### config.mk
export PLATFORM = sky130hd
export DESIGN_NAME = elastic_pipe_register
export DESIGN_NICKNAME = d
export VERILOG_FILES = /design/src/rtl/elastic_pipe_register.sv
export SDC_FILE = /design/constraint.sdc
export NUM_CORES = 1
export LEC_CHECK = 0
export ABC_CLOCK_PERIOD_IN_PS = 2000
export CAP_MARGIN = 20
export CELL_PAD_IN_SITES_DETAIL_PLACEMENT = 2
export CELL_PAD_IN_SITES_GLOBAL_PLACEMENT = 2
export CORE_AREA = 4 4 58 60
export CTS_BUF_LIST = sky130_fd_sc_hd__clkbuf_4
export CTS_CLUSTER_DIAMETER = 150
export DETAILED_ROUTE_END_ITERATION = 12
export DIE_AREA = 0 0 62 64
export GPL_TIMING_DRIVEN = 0
export PLACE_DENSITY_LB_ADDON = 0.15
export SETUP_SLACK_MARGIN = 0.5
export SYNTH_ARGS = -nofsm -noshare
export SYNTH_HDL_FRONTEND = slang
export SYNTH_SLANG_ARGS = --single-unit
### constraint.sdc
create_clock -name clk -period 2 [get_ports clk]
set_input_delay 0.4 -clock clk [delete_from_list [all_inputs] [get_ports clk]]
set_output_delay 0.4 -clock clk [all_outputs]
set_load 0.02 [all_outputs]
### src/rtl/elastic_pipe_register.sv
// rtl/elastic_pipe_register.sv - multi-stage valid/ready pipeline register with bubble collapse
module elastic_pipe_register #(
   parameter int               WIDTH     = 8,
   parameter int               DEPTH     = 2,
   parameter logic [WIDTH-1:0] RESET_VAL = '0
) (
   input  logic                       clk,
   input  logic                       reset_n,
   input  logic                       clk_en,
   input  logic                       flush,
   input  logic                       in_valid,
   output logic                       in_ready,
   input  logic [WIDTH-1:0]           in_data,
   output logic                       out_valid,
   input  logic                       out_ready,
   output logic [WIDTH-1:0]           out_data,
   output logic [$clog2(DEPTH+1)-1:0] occupancy
);

   localparam int OW = $clog2(DEPTH+1);

   logic [DEPTH-1:0] v;
   logic [WIDTH-1:0] d     [DEPTH];
   logic [DEPTH-1:0] rdy;
   logic [DEPTH-1:0] src_v;
   logic [WIDTH-1:0] src_d [DEPTH];
   logic             full_from;
   logic [OW-1:0]    occ;

   // A stage can load unless it and every stage downstream of it is full and the sink stalls.
   always_comb begin
      rdy = '0;
      for (int i = 0; i < DEPTH; i++) begin
         full_from = 1'b1;
         for (int j = i; j < DEPTH; j++) begin
            full_from = full_from & v[j];
         end
         rdy[i] = out_ready | ~full_from;
      end
   end

   always_comb begin
      src_v    = '0;
      src_v[0] = in_valid;
      src_d[0] = in_data;
      for (int i = 1; i < DEPTH; i++) begin
         src_v[i] = v[i-1];
         src_d[i] = d[i-1];
      end
   end

   always_comb begin
      occ = '0;
      for (int i = 0; i < DEPTH; i++) begin
         occ = occ + OW'(v[i]);
      end
   end

   assign in_ready  = clk_en & ~flush & rdy[0];
   assign out_valid = clk_en & ~flush & v[DEPTH-1];
   assign out_data  = d[DEPTH-1];
   assign occupancy = occ;

   always_ff @(posedge clk) begin
      if (!reset_n) begin
         v <= '0;
         for (int i = 0; i < DEPTH; i++) begin
            d[i] <= RESET_VAL;
         end
      end else if (clk_en) begin
         if (flush) begin
            v <= '0;
         end else begin
            for (int i = 0; i < DEPTH; i++) begin
               if (rdy[i]) begin
                  v[i] <= src_v[i];
                  d[i] <= src_d[i];
               end
            end
         end
      end
   end

endmodule
; Word level (Yosys, flattened, before mapping)
; Memories as Yosys holds them, arrays and structs flattened.
; Index checks and enable logic that the tools add are counted.
[word_totals]
ff_bits = 2
mem_bits_rw = 16
in_bits = 14
output_inout_bits = 12
n_memories = 1
[classes]
addsub = 1
muxes = 16
bitwise_logic = 11
n_reduce_logical = 4
[mem_list]
columns = name, depth, word_bits, read_ports, rd_clocked_by_memory_dff, wr, line_no
row1 = d, 2, 8, 2, 0, 2, 23  ; logic [WIDTH-1:0] d [DEPTH];
[ops]
columns = cell, n
row1 = 8-bit two-way mux, 2
row2 = 1-bit two-way mux, 13
row3 = 1-bit AND, 4
row4 = 1-bit bitwise OR, 4
row5 = 2-bit AND reduction, 2
row6 = 2-bit nonzero test, 2
row7 = 1-bit inverter, 3
row8 = 1-bit by 1-bit adder with 2-bit output, 1
row9 = 2-bit two-way mux, 1

; Longest topological paths before layout
[logic_depth]
ltp_word = 9
mapped_depth = 5
ltp_nobuf = 4

; Least setup slack after synthesis
; OpenSTA, ideal clock, no wires.
[synth_path]
kind = register to register
from = register v[1]
to = memory d[0][0] (data pin)
setup_ns = 0.253
arrival_ns = 1.313
setup_slack_ns = 0.435
stages_incl_launch_ff = 6
n_path_buf = 1
synth_period_minus_slack_ns = 1.565
cell_sequence = dfxtp_1 > ha_1 > inv_1 > o311a_4 > buf_6 > and2_4
[synth_lines]
columns = item, line_no
row1 = start: declaration, 22  ; logic [DEPTH-1:0] v;
row2 = start signal: indexed assignment, 76  ; v[i] <= src_v[i];
row3 = end: declaration, 23

; Worst setup path in the final report
[layout_path]
from = register v[0]
to = output in_ready
[layout_via]
elab_chain_len = 4
[layout_lines]
columns = item, line_no
row1 = 1-bit AND, 36  ; full_from = full_from & v[j];
row2 = 1-bit inverter, 38  ; rdy[i] = out_ready | ~full_from;
row3 = 1-bit bitwise OR, 38
row4 = 1-bit AND, 59  ; assign in_ready = clk_en & ~flush & rdy[0];
row5 = end: declaration, 12  ; output logic in_ready,
; No other way between the ends.

==> flow_summary_export.csv <==
group,metric,value,unit
run_status,status,"finished clean",
worst_setup_path,critical_path_depth,5,
worst_setup_path,regToRegEndpoint,"d[0][14]$_SDFFCE_PN0P_",
place,place_hpwl,1280,um
routing,wl_per_cell,13.8,um
synthesis,yosys_warnings,0,
grt,grt_overflow,0,
floorplanning,core,2930,um2
final_layout,nets,114,
clocking,insertion_delay,300,ps
hold_path,hold_start,"flush",
worst_setup_path,worstRegToRegCells,5,
synthesis,yosys-top-cells-count,"edfxtp_1, and2_4, buf_4, and2_2, nand2_1",
clocking,cts-buffers-inserted,3,
synthesis,synth_area_leader_cell,"edfxtp_1",
routing,drc_errors,0,
grt,grt_pass1_vias,607,
timing,final.min_clock_period,1530,ps
pwr,p_switching,0.176,mW
worst_setup_path,path_buf_inv,2,
timing,setup_viol,0,
synthesis,async_reset_ff_frac,0,
hold_path,hold-path-endpoint,"v[0]$_SDFFE_PN0P_",
pwr,p_leak,0.530,nW
worst_setup_path,crit_chain,"ha_4 -> nand2b_4 -> nand2_4 -> inv_2 -> buf_6",
synthesis,seq_area_frac_synth,0.614,
grt,grt_pass1_wl,2770,um
worst_setup_path,arrival,1130,ps
timing,slew_headroom,0.780,
timing,hold_viol_final,0,
final_layout,drive_gt1_frac,0.592,
worst_setup_path,path_class,"reg2out",
timing,fin_crit_sh,0.765,
pwr,clockPowerShare,0.258,
timing,setup_ws,470,ps
worst_setup_path,endpoint_kind,"output port",
synthesis,ys_ff_latch,18,
clocking,ctsHoldBuffers,0,
clocking,cts.sinks,18,
pwr,seqPwrFrac,0.585,
pwr,p_int,0.567,mW
floorplanning,boundaryPins,26,
place,place.gp.congestion,0.645,
routing,drt_iter0_drc,4,
clocking,clkTransAtPathRegs,110,ps
synthesis,synth.top_cell.area_share,0.566,
hold_path,min_path_cells,3,
routing,dr.pass1.iters,4,
clocking,tritoncts,"built",
synthesis,ys_types,17,
worst_setup_path,crit_family,"flip-flops",
timing,max_freq,0.653,GHz
synthesis,synth_most_common_cell,"edfxtp_1",
synthesis,synthFlopType,"edfxtp_1",
grt,antenna_found_initial,0,
pwr,finalPower,0.742,mW
pwr,vdd_drop_max,0.260,mV
grt,gr-usage-all-layers,0.0976,
timing,finalMaxSlewViolations,0,
clocking,h-tree-depth,1,
clocking,root_buffer,"clkbuf_4",
floorplanning,die-area,3970,um2
synthesis,synth_edf_count,16,
timing,worstMarginPinSlew,329,ps
synthesis,synthTopCellsByArea,"edfxtp_1, and2_4, buf_4, and2_2, dfxtp_1",
job,maxCapViolCount,0,
pwr,combPwrFrac,0.157,
worst_setup_path,cp_max_fo,3,
pwr,powerDensity,607,nW/um2
timing,rsz0062_at_grt,"yes",
synthesis,syn_nets,77,
worst_setup_path,reg2reg_setup_slack,510,ps
synthesis,syn_area,848,um2
pwr,switching_share,0.237,
final_layout,num_antenna_cells,0,
routing,antenna_left,0,
place,dp_slack,-292,ps
floorplanning,die_w,62,um
floorplanning,die_y,64,um
synthesis,syn_area_per_cell,13.7,um2
worst_setup_path,cpPeakStageDelay,370,ps
final_layout,syn_to_final_growth,44.2,%
worst_setup_path,critical_path.slowest_cell,"dfxtp_4",
worst_setup_path,crit_required,1600,ps
worst_setup_path,worstSetupStartpointType,"register",
worst_setup_path,r2r_start,"v[0]$_SDFFE_PN0P_",
routing,viasPerCell,4.31,
worst_setup_path,critPathLaunch,"v[0]$_SDFFE_PN0P_",
timing,fin_worst_skew,7.34,ps
hold_path,hp-class,"in2reg",
clocking,clockBufferDepth,2,
grt,grt_max_degree,11,
routing,vias,564,
routing,wl,1810,um
floorplanning,initial_core_util,0.290,
synthesis,synthCells,62,
floorplanning,rows,20,
place,io_buffers,25,
state kept, by name, summed over array words and instances (netlist names):
name	count
d	16
v	2
layout by cell type, fill, tap and decap left out, types with 2 or more instances in the layout:
cell type        synthesis  final
edfxtp_1                16     16
inv_1                    3      2
clkbuf_2                 0      8
and2_2                   7      6
buf_2                    0      3
clkdlybuf4s50_1          0     10
buf_6                    1      3
nand2_1                  5      4
dfxtp_4                  0      2
clkbuf_4                 0      3
o21ai_0                  2      2
buf_4                    8     14
and2_4                  10     11
what timing repair did:
action / in CTS / in global routing
gates resized for setup: 51 / 14
hold endpoints to repair: 0 / 0
endpoints found under the setup margin: 38 / 20
buffers inserted: 3 / 3
pin swaps: 2 / 3
cloned: 0 / 1
power by group through the flow:
stage	logic, mW	registers, mW	clock network, mW
final	0.116	0.434	0.191
after global routing	0.126	0.438	0.223
after CTS	0.114	0.435	0.195
after detailed placement	0.116	0.446	0
after global placement	0.113	0.444	0
after floorplan	0.0591	0.443	0
worst min-delay path, stage by stage:
cell      delay, ps
clkbuf_2         90
o21a_1          130
o22ai_1          80
per-layer routing:
layer | track usage | wire length, um | part of all wire | vias to the layer above
met5 | 0 | 0 | 0 | -
met4 | 0.0477 | 28 | 0.015 | 0
met3 | 0.0242 | 87 | 0.048 | 4
met2 | 0.170 | 969 | 0.53 | 16
met1 | 0.105 | 727 | 0.40 | 269
li1 | - | - | - | 275
stage by stage:
step | TNS, ps | instance area [um2] | utilization | std cells | hold WS [ps]
after floorplan | 0 | 861 | - | 62 | 497
after global placement | -544 | 1150 | 0.394 | 120 | 522
after detailed placement | -581 | 1150 | 0.394 | 120 | 526
after CTS | 0 | 1210 | 0.412 | 127 | 550
after global routing | 0 | 1220 | 0.418 | 131 | 435
final | 0 | 1220 | 0.418 | 131 | 434
cell families after synthesis:
family | count (synthesis) | synth area share
simple gates | 25 | 0.212
flops | 18 | 0.614
buf+inv | 12 | 0.0973
fa+ha+maj | 1 | 0.0147
compound gates | 6 | 0.0620
how the worst max path moves through the flow:
stage	to	slack (ps)
2_1_floorplan	d[0][0]$_SDFFCE_PN0P_	540
3_3_place_gp	out_valid	-280
3_5_place_dp	out_valid	-290
4_1_cts	out_valid	420
5_1_grt	in_ready	410
6_report	in_ready	470
area by class of cell:
| type | instances | area [um2] |
|---|---|---|
| Buffer | 9 | 75.1 |
| Timing Repair Buffer | 32 | 268 |
| Clock inverter | 1 | 3.75 |
| Multi-Input combinational cell | 32 | 274 |
| Clock buffer | 3 | 22.5 |
| Sequential cell | 18 | 528 |
| Inverter | 3 | 11.3 |
| Fill cell | 303 | 1700 |
| Tap cell | 33 | 41.3 |
Power figures use the tool's default switching activity.
